==> config.mk <==
export PLATFORM = sky130hd
export DESIGN_NAME = lsu_controller
export DESIGN_NICKNAME = d
export VERILOG_FILES = /design/src/rtl/lsu_controller.sv
export SDC_FILE = /design/constraint.sdc
export NUM_CORES = 1
export LEC_CHECK = 0
export CORE_MARGIN = 10
export CORE_UTILIZATION = 39
export CTS_CLUSTER_DIAMETER = 50
export DETAILED_ROUTE_END_ITERATION = 12
export PLACE_DENSITY_LB_ADDON = 0.3
export RECOVER_POWER = 25
export SETUP_SLACK_MARGIN = 0.3
export SLEW_MARGIN = 20
export SYNTH_ARGS = -nofsm -noshare
export SYNTH_HDL_FRONTEND = slang
export SYNTH_SLANG_ARGS = --single-unit
==> constraint.sdc <==
create_clock -name clk -period 3.9 [get_ports clk]
set_input_delay 0.78 -clock clk [delete_from_list [all_inputs] [get_ports clk]]
set_output_delay 0.78 -clock clk [all_outputs]
set_load 0.01 [all_outputs]
==> src/rtl/lsu_controller.sv <==
// Load/store sequencing controller: accepts one request at a time, lane-aligns stores,
// runs a valid/ready memory handshake and sign/zero-extends load data for write-back.
module lsu_controller #(
  parameter int TIMEOUT_CYCLES = 256
) (
  input  logic        clk,
  input  logic        rst_n,
  input  logic        req_valid,
  output logic        req_ready,
  input  logic        req_is_store,
  input  logic [2:0]  req_funct3,
  input  logic [31:0] req_addr,
  input  logic [31:0] req_wdata,
  output logic        mem_req_valid,
  input  logic        mem_req_ready,
  output logic [31:0] mem_addr,
  output logic        mem_we,
  output logic [3:0]  mem_byte_en,
  output logic [31:0] mem_wdata,
  input  logic        mem_rvalid,
  input  logic [31:0] mem_rdata,
  output logic [31:0] wb_data,
  output logic        wb_valid,
  output logic        store_done,
  output logic        err_misaligned,
  output logic        err_funct3,
  output logic        err_timeout,
  output logic        busy
);

  // Handshakes: a transfer happens on a rising edge where valid and ready are both high.
  // The request side is ready only in IDLE; the memory side holds its payload until ready.

  localparam logic [1:0] S_IDLE     = 2'd0;
  localparam logic [1:0] S_REQ      = 2'd1;
  localparam logic [1:0] S_WAIT_RSP = 2'd2;
  localparam logic [1:0] S_RESP     = 2'd3;

  localparam logic [2:0] F3_BYTE      = 3'b000;
  localparam logic [2:0] F3_HALFWORD  = 3'b001;
  localparam logic [2:0] F3_WORD      = 3'b010;
  localparam logic [2:0] F3_BYTE_U    = 3'b100;
  localparam logic [2:0] F3_HALFWORD_U = 3'b101;

  localparam int CNT_W = $clog2(TIMEOUT_CYCLES);
  localparam logic [CNT_W-1:0] CNT_LAST = CNT_W'(TIMEOUT_CYCLES - 1);

  logic [1:0]       state_q, state_d;
  logic [CNT_W-1:0] cnt_q, cnt_d;
  logic [2:0]       funct3_q, funct3_d;
  logic [1:0]       off_q, off_d;
  logic [31:0]      mem_addr_q, mem_addr_d;
  logic             mem_we_q, mem_we_d;
  logic [3:0]       mem_byte_en_q, mem_byte_en_d;
  logic [31:0]      mem_wdata_q, mem_wdata_d;
  logic [31:0]      wb_data_q, wb_data_d;
  logic             store_done_q, store_done_d;
  logic             err_misaligned_q, err_misaligned_d;
  logic             err_funct3_q, err_funct3_d;
  logic             err_timeout_q, err_timeout_d;

  logic             f3_bad;
  logic             misaligned;
  logic [3:0]       st_byte_en;
  logic [31:0]      st_wdata;
  logic [7:0]       ld_byte;
  logic [15:0]      ld_half;
  logic [31:0]      ld_ext;

  // Request decode: legality, alignment and store lane placement.
  always_comb begin
    f3_bad     = 1'b0;
    misaligned = 1'b0;
    st_byte_en = 4'b1111;
    st_wdata   = req_wdata;
    if (req_is_store) begin
      f3_bad = !((req_funct3 == F3_BYTE) || (req_funct3 == F3_HALFWORD) ||
                 (req_funct3 == F3_WORD));
    end else begin
      f3_bad = (req_funct3 == 3'b011) || (req_funct3[2:1] == 2'b11);
    end
    if (req_funct3[1:0] == 2'b01) begin
      misaligned = req_addr[0];
    end else if (req_funct3[1:0] == 2'b10) begin
      misaligned = (req_addr[1:0] != 2'b00);
    end
    case (req_funct3)
      F3_BYTE: begin
        st_byte_en = 4'b0001 << req_addr[1:0];
        st_wdata   = {4{req_wdata[7:0]}};
      end
      F3_HALFWORD: begin
        st_byte_en = 4'b0011 << req_addr[1:0];
        st_wdata   = {2{req_wdata[15:0]}};
      end
      default: begin
        st_byte_en = 4'b1111;
        st_wdata   = req_wdata;
      end
    endcase
  end

  // Load lane extraction from the latched offset and funct3.
  always_comb begin
    case (off_q)
      2'd0:    ld_byte = mem_rdata[7:0];
      2'd1:    ld_byte = mem_rdata[15:8];
      2'd2:    ld_byte = mem_rdata[23:16];
      default: ld_byte = mem_rdata[31:24];
    endcase
    ld_half = off_q[1] ? mem_rdata[31:16] : mem_rdata[15:0];
    case (funct3_q)
      F3_BYTE:       ld_ext = {{24{ld_byte[7]}}, ld_byte};
      F3_BYTE_U:     ld_ext = {24'h0, ld_byte};
      F3_HALFWORD:   ld_ext = {{16{ld_half[15]}}, ld_half};
      F3_HALFWORD_U: ld_ext = {16'h0, ld_half};
      default:       ld_ext = mem_rdata;
    endcase
  end

  always_comb begin
    state_d          = state_q;
    cnt_d            = cnt_q;
    funct3_d         = funct3_q;
    off_d            = off_q;
    mem_addr_d       = mem_addr_q;
    mem_we_d         = mem_we_q;
    mem_byte_en_d    = mem_byte_en_q;
    mem_wdata_d      = mem_wdata_q;
    wb_data_d        = wb_data_q;
    store_done_d     = 1'b0;
    err_misaligned_d = 1'b0;
    err_funct3_d     = 1'b0;
    err_timeout_d    = 1'b0;
    case (state_q)
      S_IDLE: begin
        if (req_valid) begin
          if (f3_bad) begin
            err_funct3_d = 1'b1;
          end else if (misaligned) begin
            err_misaligned_d = 1'b1;
          end else begin
            state_d       = S_REQ;
            funct3_d      = req_funct3;
            off_d         = req_addr[1:0];
            mem_addr_d    = {req_addr[31:2], 2'b00};
            mem_we_d      = req_is_store;
            mem_byte_en_d = req_is_store ? st_byte_en : 4'b1111;
            mem_wdata_d   = req_is_store ? st_wdata : 32'h0;
          end
        end
      end
      S_REQ: begin
        if (mem_req_ready) begin
          if (mem_we_q) begin
            store_done_d = 1'b1;
            state_d      = S_IDLE;
          end else begin
            cnt_d   = '0;
            state_d = S_WAIT_RSP;
          end
        end
      end
      S_WAIT_RSP: begin
        // A response arriving on the final count takes precedence over the timeout.
        if (mem_rvalid) begin
          wb_data_d = ld_ext;
          state_d   = S_RESP;
        end else if (cnt_q == CNT_LAST) begin
          err_timeout_d = 1'b1;
          state_d       = S_IDLE;
        end else begin
          cnt_d = cnt_q + 1'b1;
        end
      end
      default: begin
        state_d = S_IDLE;
      end
    endcase
  end

  always_ff @(posedge clk or negedge rst_n) begin
    if (!rst_n) begin
      state_q          <= S_IDLE;
      cnt_q            <= '0;
      funct3_q         <= 3'b000;
      off_q            <= 2'b00;
      mem_addr_q       <= 32'h0;
      mem_we_q         <= 1'b0;
      mem_byte_en_q    <= 4'b0000;
      mem_wdata_q      <= 32'h0;
      wb_data_q        <= 32'h0;
      store_done_q     <= 1'b0;
      err_misaligned_q <= 1'b0;
      err_funct3_q     <= 1'b0;
      err_timeout_q    <= 1'b0;
    end else begin
      state_q          <= state_d;
      cnt_q            <= cnt_d;
      funct3_q         <= funct3_d;
      off_q            <= off_d;
      mem_addr_q       <= mem_addr_d;
      mem_we_q         <= mem_we_d;
      mem_byte_en_q    <= mem_byte_en_d;
      mem_wdata_q      <= mem_wdata_d;
      wb_data_q        <= wb_data_d;
      store_done_q     <= store_done_d;
      err_misaligned_q <= err_misaligned_d;
      err_funct3_q     <= err_funct3_d;
      err_timeout_q    <= err_timeout_d;
    end
  end

  assign req_ready      = (state_q == S_IDLE);
  assign mem_req_valid  = (state_q == S_REQ);
  assign wb_valid       = (state_q == S_RESP);
  assign busy           = (state_q != S_IDLE);
  assign mem_addr       = mem_addr_q;
  assign mem_we         = mem_we_q;
  assign mem_byte_en    = mem_byte_en_q;
  assign mem_wdata      = mem_wdata_q;
  assign wb_data        = wb_data_q;
  assign store_done     = store_done_q;
  assign err_misaligned = err_misaligned_q;
  assign err_funct3     = err_funct3_q;
  assign err_timeout    = err_timeout_q;

endmodule

==> impl_metrics.csv <==
group,metric,value,unit
run_status,outcome,"complete, but fails checks",
run_status,violations,"capacitance limit, slew limit",
yosys,synthTopCellsByCount,"dfrtp_1 (118), nand2_1 (77), nor2_1 (54)",
worst_setup_path,path_cells,"nor2_1 > clkdlybuf4s50_1",
floorplan,core,0.0139,sq mm
sta,max_freq,378,MHz
worst_setup_path,cp-startpoint,"state_q[1]",
grt,antenna_found_initial,0,
sta,setup_tns,0,ns
finish,fillers,1165,
drt,ant_nets,0,
worst_setup_path,critPathRequiredTime,3.12,ns
floorplan,rows,43,
yosys,synth.most_common_cell,"dfrtp_1",
worst_setup_path,crit_slowest_cell,"clkdlybuf4s50_1",
drt,drtIter0Drc,333,
clock_tree,clk_path_buf_depth,2,
yosys,yosysTopAreaCell,"dfrtp_1",
drt,dr.pass1.iters,4,
finish,n_antenna_cell,0,
sta,slew_headroom,-0.221,
yosys,ys_seq_area_frac,0.531,
yosys,synth_top_area_frac,0.531,
sta,grt_setup_unrepaired,"false",
drt,viasPerCell,5.24,
yosys,synth_edf_count,0,
pwr,vdd_drop_max,0.401,mV
worst_setup_path,startpoint_type,"register",
yosys,ys_types,53,
grt,grt_max_degree,74,
worst_setup_path,r2r-start,"off_q[1]",
yosys,syn_inst,549,
drt,drt-total-wl,17900,microns
yosys,synth-seq-cells,118,
floorplan,start_util,0.399,
grt,overflow,0,
clock_tree,cts.sinks,118,
drt,via_count,4934,
pwr,p_per_area,758,mW/mm^2
sta,slew_viol_final,73,
yosys,synth.area.top_cells,"dfrtp_1 (53%), mux2_2 (8.9%), nand2_1 (5.2%)",
placement,port_buffers,211,
floorplan,die_w,139,microns
drt,post_drt_wl_per_cell,19.0,microns
job,drv_cap,1,
clock_tree,holdBufCountCts,0,
clock_tree,cts_made_buffers,17,
hold_path,min_path_cells,2,
drt,drc,0,
floorplan,die-area,0.0194,sq mm
finish,areaGrowthSynthToFinish,51.1,%
floorplan,die_y,139,microns
finish,multi_input_area,0.00242,sq mm
clock_tree,post-cts-setup-buffers,0,
worst_setup_path,cp-end-kind,"output pin",
yosys,yosys_warnings,0,
finish,final_net_count,856,
sta,fin_skew,0.00542,ns
hold_path,whs_endpoint,"mem_wdata[28]",
clock_tree,clk_pin_slew,0.05,ns
worst_setup_path,crit_arrival,1.87,ns
sta,worst_slew_pin_slew,1.83,ns
sta,fin_crit,2.65,ns
hold_path,min_path_type,"register to register",
sta,hold_violations,0,
worst_setup_path,rr_endpoint,"wb_data[29]",
grt,grt_pass1_vias,5242,
worst_setup_path,worstSetupPathType,"register to output pin",
worst_setup_path,ff2ff_setup_slack,1.66,ns
yosys,yosys_most_used_dff,"dfrtp_1",
yosys,synth_area,0.00557,sq mm
worst_setup_path,critPathMaxStageDelay,0.63,ns
clock_tree,cts_tree,"done",
finish,ff_latch_area,0.00295,sq mm
sta,final.period_utilization,0.679,
worst_setup_path,reg2reg_depth,3,
clock_tree,clk_latency,0.41,ns
grt,grt.total_usage,0.182,
sta,finalSetupViolCount,0,
hold_path,worstHoldStart,"mem_wdata[28]",
placement,gp_congestion,0.835,
placement,hpwl,13300,microns
finish,utilization,0.604,
clock_tree,clockRootBuffer,"clkbuf_16",
finish,drive_above_1_share,0.122,
clock_tree,htreeDepth,4,
pwr,leakagePower,0.00356,uW
worst_setup_path,cp_max_fo,9,
clock_tree,cts-resized-gates,0,
pwr,p_total,6370,uW
grt,grt_first_pass_wirelength,28600,microns
yosys,synthArstFlopShare,1.00,
yosys,avgSynthCellArea,10.1,sq um
sta,holdWs,0.483,ns
floorplan,io_pins,214,
worst max-delay path by stage:
| stage | cells past startpoint | endpoint | slack [ns] |
|---|---|---|---|
| 4_1_cts | 2 | req_ready | 1.22 |
| 3_5_place_dp | 6 | funct3_q[2] | 0.91 |
| 2_1_floorplan | 5 | mem_addr[18] | 1.82 |
| 6_report | 2 | req_ready | 1.25 |
| 5_1_grt | 2 | req_ready | 1.19 |
| 3_3_place_gp | 6 | mem_addr[4] | 0.94 |
critical path, delay by kind of cell, from the launching register on:
family / cells / cell delay, ns
buf+inv: 1 / 0.63
simple gates: 1 / 0.38
flops: 1 / 0.44
where the power goes:
group          internal [uW]  switching (uW)  leakage (uW)
sequential              1770             379       0.00147
combinational           1460            1160       0.00180
clock                   1060             537      0.000290
total                   4290            2080       0.00356
per-stage QoR:
stage	area [sq um]	cells	worst slack [ns]
after CTS	8410	941	1.22
after detailed placement	7810	911	0.906
after global placement	7810	911	0.943
after floorplan	5570	550	1.82
final	8410	941	1.25
after global routing	8410	941	1.19
flip-flops by register name, indices dropped and copies added (netlist names):
name / count
wb_data: 32
off_q: 2
err_funct3: 1
mem_we: 1
err_misaligned: 1
err_timeout: 1
store_done: 1
funct3_q: 3
state_q: 2
mem_addr: 30
cnt_q: 8
mem_byte_en: 4
mem_wdata: 32
cells by family (layout without fill, tap and decap cells):
| group | after synthesis | after routing | synth area share |
|---|---|---|---|
| and+or+nand+nor | 213 | 213 | 0.180 |
| DFF | 118 | 118 | 0.531 |
| AOI/OAI and AO/OA | 112 | 112 | 0.126 |
| muxes | 61 | 61 | 0.124 |
| buffers and inverters | 43 | 254 | 0.0360 |
| adders and majority gates | 1 | 1 | 0.00225 |
| other | 1 | 2 | 0.000674 |
layer usage:
layer	vias to the layer above	GRT usage	share of wire
met5	-	0	0
met4	0	0.0555	0.013
met3	18	0.0749	0.092
met2	185	0.303	0.50
met1	2401	0.210	0.40
li1	2330	-	-
layout make-up:
class | count | share of cell area
Clock inverter | 8 | 0.0146
Multi-Input combinational cell | 389 | 0.288
Sequential cell | 118 | 0.351
Tap cell | 180 | 0.0268
Clock buffer | 22 | 0.0576
Inverter | 4 | 0.00178
Timing Repair Buffer | 220 | 0.260
placed cells by master (no fill, tap or decap), types with 3 or more instances in the layout:
cell             instances
inv_1                    4
clkbuf_8                 4
mux2_1                  11
a211oi_1                 7
clkdlybuf4s50_1        209
nand2b_1                 6
nand2_1                 77
dfrtp_1                118
clkinvlp_4               3
mux2i_1                  5
and2_1                   3
o21ai_0                 38
a31oi_1                  3
nor2b_1                  3
buf_4                    8
bufinv_16                3
nor2_1                  54
nor3_1                   4
a21o_1                   4
nand3_1                 35
mux2_2                  44
o21bai_1                 5
clkbuf_16               17
a21oi_1                 25
nor3b_1                  8
o31ai_1                 18
and3_1                   6
(Power assumes the default switching activity.)
